## config.mk

```make
export PLATFORM = sky130hd
export DESIGN_NAME = axis_oversample_vote
export DESIGN_NICKNAME = d
export VERILOG_FILES = /design/src/rtl/axis_oversample_vote.sv
export SDC_FILE = /design/constraint.sdc
export NUM_CORES = 1
export LEC_CHECK = 0
export ABC_CLOCK_PERIOD_IN_PS = 1800
export BUFFER_PORTS_ARGS = -buffer_cell sky130_fd_sc_hd__buf_2
export CAP_MARGIN = 20
export CORE_UTILIZATION = 49
export DETAILED_ROUTE_END_ITERATION = 10
export GPL_TIMING_DRIVEN = 0
export PLACE_DENSITY_LB_ADDON = 0.08
export SYNTH_ARGS = -nofsm -noshare
export SYNTH_HDL_FRONTEND = slang
export SYNTH_SLANG_ARGS = --single-unit
```

## constraint.sdc

```tcl
create_clock -name i_clk -period 1.8 [get_ports i_clk]
set_input_delay 0.36 -clock i_clk [delete_from_list [all_inputs] [get_ports i_clk]]
set_output_delay 0.36 -clock i_clk [all_outputs]
set_load 0.005 [all_outputs]
```

## src/rtl/axis_oversample_vote.sv

```systemverilog
// axis_oversample_vote: majority-vote decimator for an oversampled AXI-Stream.
// Each channel's OVS_FACTOR samples are popcounted and compared against THRESHOLD to give one symbol.
// tlast is voted the same way. A symbol is flagged low-confidence (tuser) when any channel's
// popcount falls strictly between OVS_FACTOR-THRESHOLD and THRESHOLD.
// Latency: the final sample is accepted at edge t; m_axis_tvalid is high in the cycle after t
//          when the output FIFO was empty.
// Backpressure: s_axis_tready = !fifo_full && !i_rst. The head word is held while m_axis_tready is low.
//
// Ports:
//   i_clk, i_rst             clock; asynchronous active-high reset
//   s_axis_t{data,valid,last,ready}
//                            oversampled chip stream (DATA_W channels)
//   m_axis_t{data,valid,last,user,ready}
//                            decided symbols; tuser = low-confidence flag
//   i_resync                 synchronous pulse that realigns the symbol phase to 0
//   o_sym_phase              index of the next sample within the current symbol

// Small synchronous FIFO used to queue decided symbols.
// Pushes are ignored when the FIFO is full, and pops are ignored when it is empty.
// The head word reads as zero while the FIFO is empty.
module axis_oversample_vote_fifo #(
   parameter int W     = 3,
   parameter int DEPTH = 2
) (
   input  logic         i_clk,
   input  logic         i_rst,
   input  logic         i_push,
   input  logic [W-1:0] i_push_dat,
   input  logic         i_pop,
   output logic [W-1:0] o_head_dat,
   output logic         o_empty,
   output logic         o_full
);

   localparam int PTR_W = (DEPTH > 1) ? $clog2(DEPTH) : 1;
   localparam int CNT_W = $clog2(DEPTH + 1);

   logic [W-1:0]     r_mem [DEPTH];
   logic [PTR_W-1:0] r_wr_ptr;
   logic [PTR_W-1:0] r_rd_ptr;
   logic [CNT_W-1:0] r_count;
   logic             w_push;
   logic             w_pop;

   // The depth need not be a power of two, so the pointers wrap explicitly.
   function automatic logic [PTR_W-1:0] f_next(input logic [PTR_W-1:0] p);
      return (p == PTR_W'(DEPTH - 1)) ? '0 : p + PTR_W'(1);
   endfunction

   assign o_empty = (r_count == '0);
   assign o_full  = (r_count == CNT_W'(DEPTH));
   assign w_push  = i_push && !o_full;
   assign w_pop   = i_pop && !o_empty;

   always_ff @(posedge i_clk or posedge i_rst) begin
      if (i_rst) begin
         r_wr_ptr <= '0;
         r_rd_ptr <= '0;
         r_count  <= '0;
      end else begin
         if (w_push) r_wr_ptr <= f_next(r_wr_ptr);
         if (w_pop)  r_rd_ptr <= f_next(r_rd_ptr);
         case ({w_push, w_pop})
            2'b10:   r_count <= r_count + CNT_W'(1);
            2'b01:   r_count <= r_count - CNT_W'(1);
            default: r_count <= r_count;
         endcase
      end
   end

   // Storage needs no reset: the pointers and count alone decide what is visible.
   always_ff @(posedge i_clk) begin
      if (w_push) r_mem[r_wr_ptr] <= i_push_dat;
   end

   assign o_head_dat = o_empty ? '0 : r_mem[r_rd_ptr];

endmodule

module axis_oversample_vote #(
   parameter int OVS_FACTOR = 4,
   parameter int DATA_W     = 1,
   parameter int THRESHOLD  = 3,
   parameter int OUT_DEPTH  = 2
) (
   input  logic                          i_clk,
   input  logic                          i_rst,
   input  logic [DATA_W-1:0]             s_axis_tdata,
   input  logic                          s_axis_tvalid,
   input  logic                          s_axis_tlast,
   output logic                          s_axis_tready,
   output logic [DATA_W-1:0]             m_axis_tdata,
   output logic                          m_axis_tvalid,
   output logic                          m_axis_tlast,
   output logic                          m_axis_tuser,
   input  logic                          m_axis_tready,
   input  logic                          i_resync,
   output logic [$clog2(OVS_FACTOR)-1:0] o_sym_phase
);

   localparam int PHASE_W = $clog2(OVS_FACTOR);
   localparam int CNT_W   = $clog2(OVS_FACTOR + 1);
   localparam int WORD_W  = DATA_W + 2;

   logic [PHASE_W-1:0] r_phase;
   logic [CNT_W-1:0]   r_cnt [DATA_W];
   logic [CNT_W-1:0]   r_last_cnt;

   logic               w_accept;
   logic               w_final;
   logic               w_push;
   logic               w_pop;
   logic               w_fifo_empty;
   logic               w_fifo_full;
   logic [CNT_W-1:0]   w_fcnt [DATA_W];
   logic [CNT_W-1:0]   w_last_fcnt;
   logic [DATA_W-1:0]  w_dec_dat;
   logic               w_dec_last;
   logic               w_low_conf;
   logic [WORD_W-1:0]  w_push_word;
   logic [WORD_W-1:0]  w_head_word;

   assign s_axis_tready = !w_fifo_full && !i_rst;
   assign w_accept      = s_axis_tvalid && s_axis_tready;
   assign w_final       = w_accept && (r_phase == PHASE_W'(OVS_FACTOR - 1));
   // A resync in the same cycle swallows the beat, even a final one.
   assign w_push        = w_final && !i_resync;

   // Final counts include the beat being accepted now. Before the final sample,
   // a count holds at most OVS_FACTOR-1, so adding one bit cannot overflow CNT_W.
   always_comb begin
      w_low_conf  = 1'b0;
      w_dec_dat   = '0;
      w_last_fcnt = r_last_cnt + CNT_W'(s_axis_tlast);
      w_dec_last  = (w_last_fcnt >= CNT_W'(THRESHOLD));
      for (int c = 0; c < DATA_W; c++) begin
         w_fcnt[c]    = r_cnt[c] + CNT_W'(s_axis_tdata[c]);
         w_dec_dat[c] = (w_fcnt[c] >= CNT_W'(THRESHOLD));
         // A count inside the band is not a clear majority either way.
         if ((w_fcnt[c] > CNT_W'(OVS_FACTOR - THRESHOLD)) &&
             (w_fcnt[c] < CNT_W'(THRESHOLD)))
            w_low_conf = 1'b1;
      end
   end

   assign w_push_word = {w_low_conf, w_dec_last, w_dec_dat};

   always_ff @(posedge i_clk or posedge i_rst) begin
      if (i_rst) begin
         r_phase    <= '0;
         r_last_cnt <= '0;
         for (int c = 0; c < DATA_W; c++) r_cnt[c] <= '0;
      end else if (i_resync || w_final) begin
         r_phase    <= '0;
         r_last_cnt <= '0;
         for (int c = 0; c < DATA_W; c++) r_cnt[c] <= '0;
      end else if (w_accept) begin
         r_phase    <= r_phase + PHASE_W'(1);
         r_last_cnt <= r_last_cnt + CNT_W'(s_axis_tlast);
         for (int c = 0; c < DATA_W; c++)
            r_cnt[c] <= r_cnt[c] + CNT_W'(s_axis_tdata[c]);
      end
   end

   axis_oversample_vote_fifo #(
      .W     (WORD_W),
      .DEPTH (OUT_DEPTH)
   ) u_out_fifo (
      .i_clk      (i_clk),
      .i_rst      (i_rst),
      .i_push     (w_push),
      .i_push_dat (w_push_word),
      .i_pop      (w_pop),
      .o_head_dat (w_head_word),
      .o_empty    (w_fifo_empty),
      .o_full     (w_fifo_full)
   );

   assign m_axis_tvalid = !w_fifo_empty;
   assign w_pop         = m_axis_tvalid && m_axis_tready;
   assign {m_axis_tuser, m_axis_tlast, m_axis_tdata} = w_head_word;
   assign o_sym_phase   = r_phase;

endmodule

```

==> flow_summary_export.csv, run 1 <==
group,metric,value,unit
setup_path,crit_path_max_incr_delay,520,ps
worst_hold_path,hold_class,"input pin to async pin",
floorplanning,dieArea,2158,um^2
route,viasPerCell,5.328,
route,wl_per_cell,12.54,um
yosys,synth_nets,102,
floorplanning,core_area,1783,um^2
yosys,synthFlopType,"dfrtp_1",
route,wirelength,1680,um
route,antenna_left,0,
sta,fmax,592.7,MHz
finish,fill_cells,137,
setup_path,worst_setup_path_start_kind,"register",
global_route,antenna_found_initial,0,
setup_path,crit_chain,"nor2b_4, or4_4, ha_4, xnor2_2, nor2_2, xor2_1",
floorplanning,io_pins,14,
setup_path,path_class,"register to register",
setup_path,crit_fanout,4,
sta,relSlewSlack,67.83,%
clock_network,h-tree-depth,1,
route,drtIter0Drc,9,
yosys,synth-seq-area-share,49.61,%
setup_path,cp_slowest_cell,"or4_4",
global_route,grt_overflow,0,
route,wl_met1,753,um
route,dr.pass1.iters,4,
sta,slew_violations,0,
yosys,ys_ff_latch,18,
power_and_ir_drop,p_total,1.187,mW
setup_path,cp_top_family,"simple AND/OR/NAND/NOR gates",
power_and_ir_drop,vdd_drop_max,0.6190,mV
finish,drive_above_1_share,31.19,%
global_route,grt_pass1_vias,606,
floorplanning,dieHeight,46.46,um
clock_network,cts_tree,"yes",
global_route,grt_usage,18.15,%
run_status,status,"finished, final reports clean",
clock_network,cts_buffer_depth,2,
yosys,ys_types,24,
floorplanning,die_w,46.46,um
place,hpwlAfterDp,1170,um
yosys,yosysTopAreaCellShare,31.01,%
sta,min_period,1687,ps
setup_path,cp.required,2030,ps
yosys,synthCells,89,
yosys,syn_area,968.4,um^2
global_route,grt_pass1_wl,2615,um
route,wl_met2,839,um
yosys,synth_commonest_cells,"12 x dfrtp_1, 10 x nor2_1",
yosys,yosysWarningCount,0,
sta,setup_viol,0,
place,port_buffers,12,
sta,finalCritPeriodShare,93.73,%
clock_network,holdBufCountCts,0,
clock_network,clkTransAtPathRegs,100,ps
place,routabilityCongestion,0.7304,
clock_network,clk-insertion-delay-late,300,ps
power_and_ir_drop,power_density,1015,nW/um^2
setup_path,arrival,1920,ps
sta,clock_skew,2.336,ps
sta,tightestPinTransition,482.0,ps
route,dr.max_layer_used,"met4",
yosys,syn_avg_cell_area,10.88,um^2
route,drc,0,
yosys,synthArstFlopShare,66.67,%
place,dp_slack,-153.0,ps
sta,fin_ws,112.8,ps
finish,fin_nets,123,
setup_path,worstSetupEndpointType,"register",
yosys,synth_edf_count,6,
clock_network,clock_sinks,18,
global_route,grt_max_degree,13,
finish,area_delta_synth_final,20.80,%
power_and_ir_drop,leakagePower,0.5404,nW
finish,num_antenna_cells,0,
floorplanning,initial_core_util,54.32,%
clock_network,numCtsBuffers,3,
setup_path,worst-path-buf-inv,0,
yosys,synth_most_common_cell,"dfrtp_1",
flow_run,drv_cap,0,
sta,hold_viol_final,0,
yosys,ys_top_cells_by_area,"dfrtp_1 31%, edfxtp_1 19%, ha_1 7.8%",
route,dr_wl_met3,37,um
sta,rsz0062_at_grt,"no",
floorplanning,rows,15,
clock_network,cts-root-buf,"clkbuf_4",
yosys,yosysTopAreaCell,"dfrtp_1",
route,vias,714,
cell type report:
class / instances / area [um^2] / area share, %
buffer: 4 / 25.02 / 2.139
sequential: 18 / 481.7 / 41.18
multi-input combinational: 59 / 478.0 / 40.86
clock buffer: 4 / 26.28 / 2.246
inverter: 6 / 22.52 / 1.925
tap: 25 / 31.28 / 2.674
timing repair buffer: 18 / 105.1 / 8.984
where the power goes:
part	internal, mW	switching [mW]	total, mW
clock network	0.0864	0.129	0.215
registers	0.473	0.0477	0.521
logic	0.237	0.213	0.450
total	0.797	0.390	1.19
final timing paths:
path	from	endpoint	slack (ps)	cells after the start
setup / recovery	u_out_fifo.r_count[1]	u_out_fifo.r_count[1]	110	6
hold / removal	i_rst	o_sym_phase[0]	100	2
hold reg to reg	u_out_fifo.r_count[1]	u_out_fifo.r_count[1]	490	1
min in group i_clk	i_resync	o_sym_phase[0]	340	2
setup reg to reg	u_out_fifo.r_count[1]	u_out_fifo.r_count[1]	110	6
max in group asynchronous	i_rst	u_out_fifo.r_count[0]	1350	2
sequential cells by signal, indices dropped and copies added (netlist names):
register / count
o_sym_phase: 2
r_cnt: 3
r_last_cnt: 3
u_out_fifo.r_count: 2
u_out_fifo.r_mem: 6
u_out_fifo.r_rd_ptr: 1
u_out_fifo.r_wr_ptr: 1
kinds of logic after synthesis:
logic type	Yosys count	synth area share [%]
and+or+nand+nor	27	16.80
DFF	18	49.61
AOI/OAI and AO/OA	16	9.820
buffers and inverters	12	5.814
xor gates and xnor gates	7	7.106
adders and majority gates	6	7.752
muxes	3	3.101
per-layer routing:
metal,GRT usage [%],vias up
li1,-,356
met1,21.84,341
met4,8.824,0
met5,0,-
met3,4.706,6
met2,29.72,11
stage by stage:
stage	std cells	area, um^2	utilization (%)	hold slack (ps)	TNS [ps]
2_1_floorplan	89	978.4	-	224.7	-65.52
3_3_place_gp	126	1070	60.00	431.6	-174.3
3_5_place_dp	126	1070	60.00	428.6	-404.7
4_1_cts	132	1136	63.72	99.79	-83.64
5_1_grt	134	1170	65.61	129.4	0
6_report	134	1170	65.61	97.13	0
placed cells by master, fill, tap and decap left out, drive strengths merged, types with 3 or more instances in the layout:
cell,synthesis,final
nor2,10,10
inv,6,6
nand2,5,5
dfrtp,12,12
or4b,5,5
edfxtp,6,6
mux2i,3,3
a21oi,6,6
buf,4,21
xnor2,5,5
ha,6,6
clkbuf,2,5
o21ai,6,6
repair_timing:
action,in CTS,in global routing
pin swaps,4,4
endpoints found under the setup margin,8,9
cloned,0,0
resized for setup,6,6
buffers inserted,3,3
Note: power is estimated with default switching activity, not from simulation.
==> run 2, diff against run 1 <==
--- a/config.mk
+++ b/config.mk
@@ -11,7 +11,7 @@
 export CORE_UTILIZATION = 49
 export DETAILED_ROUTE_END_ITERATION = 10
 export GPL_TIMING_DRIVEN = 0
-export PLACE_DENSITY_LB_ADDON = 0.08
+export PLACE_DENSITY = 0.73
 export SYNTH_ARGS = -nofsm -noshare
 export SYNTH_HDL_FRONTEND = slang
 export SYNTH_SLANG_ARGS = --single-unit
==> run 2 against run 1 <==
Net effect:
- the run now ends with setup timing left
- global-route usage is 1.1 points higher
- via count grew 0.28%
- first-iteration DRC count shrank 11%
- clock power is 16% higher
- utilization grew 0.77 points
- non-clock buffer count rose by 1
- design area is 1.2% higher
- worst hold slack better by 4.2 ps
- die area is the same
- setup slack worse by 140 ps
- power up 1.2%
- fmax is 7.7% lower
==> flow_summary_export.csv, run 2 (synthesized netlist as in run 1, its figures left out) <==
group,metric,value,unit
sta,fmax,546.9,MHz
finish,regMostFlops,"u_out_fifo.r_mem",
finish,mostFrequentLayoutCell,"buf_2",
clock_network,clkTransAtPathRegs,110,ps
global_route,grt_usage,19.23,%
route,dr.pass1.iters,4,
setup_path,reg2reg_depth,7,
clock_network,cts-root-buf,"clkbuf_4",
setup_path,worst_setup_path_start_kind,"register",
sta,clock_skew,6.554,ps
sta,hold_viol_final,0,
sta,whs,101.4,ps
power_and_ir_drop,vdd_drop_max,0.8900,mV
setup_path,crit_start,"o_sym_phase[0]",
sta,rsz0062_at_grt,"yes",
sta,min_period,1829,ps
clock_network,cts_tree,"yes",
route,wl_per_cell,13.08,um
floorplanning,dieArea,2158,um^2
sta,finalCritPeriodShare,101.6,%
power_and_ir_drop,swShare,32.53,%
global_route,grt_pass1_wl,2863,um
finish,finish.utilization,66.39,%
route,vias,716,
setup_path,critPathCapture,"u_out_fifo.r_count[1]",
setup_path,worstSetupEndpointType,"register",
place,routabilityCongestion,0.7169,
floorplanning,initial_core_util,54.32,%
place,port_buffers,12,
power_and_ir_drop,leakagePower,0.5460,nW
setup_path,crit_path_max_incr_delay,550,ps
setup_path,cp.required,2010,ps
power_and_ir_drop,seq_power_share,42.2,%
setup_path,rr_startpoint,"o_sym_phase[0]",
floorplanning,core_area,1783,um^2
route,drtIter0Drc,8,
finish,num_antenna_cells,0,
setup_path,r2r_end,"u_out_fifo.r_count[1]",
floorplanning,io_pins,14,
setup_path,cp_slowest_cell,"or4_4",
sta,tightestPinTransition,476.6,ps
finish,fin_nets,124,
place,placedCellCount,126,
route,antenna_left,0,
global_route,grt_pass1_vias,665,
place,hpwlAfterDp,1203,um
finish,seqCellArea,480.5,um^2
run_status,failed_checks,"setup timing",
clock_network,clock_sinks,18,
worst_hold_path,hold_class,"input pin to async pin",
setup_path,crit_chain,"ha_2, nand2_1, or4_4, ha_4, xnor2_2, nor2_2, xor2_1",
power_and_ir_drop,internal-power,0.8106,mW
floorplanning,die_w,46.46,um
setup_path,crit_fanout,3,
finish,fin_cells,135,
floorplanning,dieHeight,46.46,um
finish,largest_register_ffs,6,
global_route,antenna_found_initial,0,
clock_network,cts_buffer_depth,2,
sta,slew_violations,0,
power_and_ir_drop,p_switching,0.3908,mW
route,drc,0,
flow_run,drv_cap,0,
clock_network,h-tree-depth,1,
finish,reg_top3,"u_out_fifo.r_mem x6, r_cnt x3, r_last_cnt x3",
sta,fin_ws,-28.58,ps
global_route,grt_max_degree,13,
power_and_ir_drop,combPwrFrac,37.0,%
setup_path,path_class,"register to register",
sta,setup_viol,1,
setup_path,rrSetupSlack,-30,ps
global_route,grt_overflow,0,
finish,area_delta_synth_final,22.22,%
route,viasPerCell,5.304,
finish,layout_common_cells,"14 x buf_2, 12 x dfrtp_1, 7 x nor2_1, 7 x buf_4",
sta,relSlewSlack,68.19,%
clock_network,numCtsBuffers,3,
finish,fill_cells,143,
run_status,status,"finished with violations",
power_and_ir_drop,clock_power_share,20.8,%
floorplanning,rows,15,
finish,multi_input_area,475.5,um^2
setup_path,arrival,2040,ps
power_and_ir_drop,power_density,1015,nW/um^2
route,wirelength,1766,um
clock_network,clk-insertion-delay-late,290,ps
finish,drive_above_1_share,32.73,%
run 2: power groups by stage:
stage	clock (mW)	combinational (mW)	sequential [mW]
detailed placement	0	0.375	0.516
floorplan	0	0.268	0.512
global route	0.267	0.498	0.513
finish	0.250	0.445	0.507
global placement	0	0.366	0.513
CTS	0.257	0.444	0.505
run 2: worst min path at each step:
| stage | start | end | slack, ps | depth (start not counted) |
|---|---|---|---|---|
| finish | i_rst | o_sym_phase[1] | 100 | 2 |
| global route | i_rst | o_sym_phase[0] | 140 | 2 |
| CTS | i_rst | o_sym_phase[1] | 110 | 2 |
| detailed placement | i_rst | o_sym_phase[1] | 440 | 2 |
| global placement | i_rst | o_sym_phase[1] | 430 | 2 |
| floorplan | i_rst | o_sym_phase[0] | 220 | 1 |
run 2: per-layer routing:
metal  GRT usage, %  wire length [um]
met5              0                 0
met4          5.294                15
met3          2.353                47
met2          31.39               877
met1          26.70               825
run 2: what timing repair did:
| action | 4_1_cts | 5_1_grt |
|---|---|---|
| pin swaps | 4 | 6 |
| setup buffers | 6 | 1 |
| gates resized for setup | 12 | 0 |
| cloned | 0 | 0 |
| endpoints found under the setup margin | 8 | 9 |
| hold buffers | 0 | 0 |
run 2: critical path, delay by kind of cell, from the launching register on:
| family | cells | cell delay, ps |
|---|---|---|
| simple gates | 3 | 710 |
| flops | 1 | 380 |
| xor+xnor | 2 | 280 |
| fa+ha+maj | 2 | 380 |
run 2: stage by stage:
| stage | total power, mW | TNS (ps) | setup WS, ps | instance area, um^2 |
|---|---|---|---|---|
| floorplan | 0.7793 | -65.52 | -65.52 | 978.4 |
| global placement | 0.8790 | -412.5 | -158.8 | 1070 |
| detailed placement | 0.8914 | -513.1 | -183.9 | 1070 |
| CTS | 1.206 | -90.29 | -90.29 | 1201 |
| global route | 1.278 | -182.3 | -124.4 | 1184 |
| finish | 1.201 | -28.58 | -28.58 | 1184 |
run 2: cell type report:
class / instances / share of cell area, %
Buffer: 4 / 2.114
Timing Repair Buffer: 19 / 9.514
Sequential cell: 18 / 40.59
Inverter: 6 / 1.903
Multi-Input combinational cell: 59 / 40.17
Tap cell: 25 / 2.643
Clock buffer: 4 / 3.066
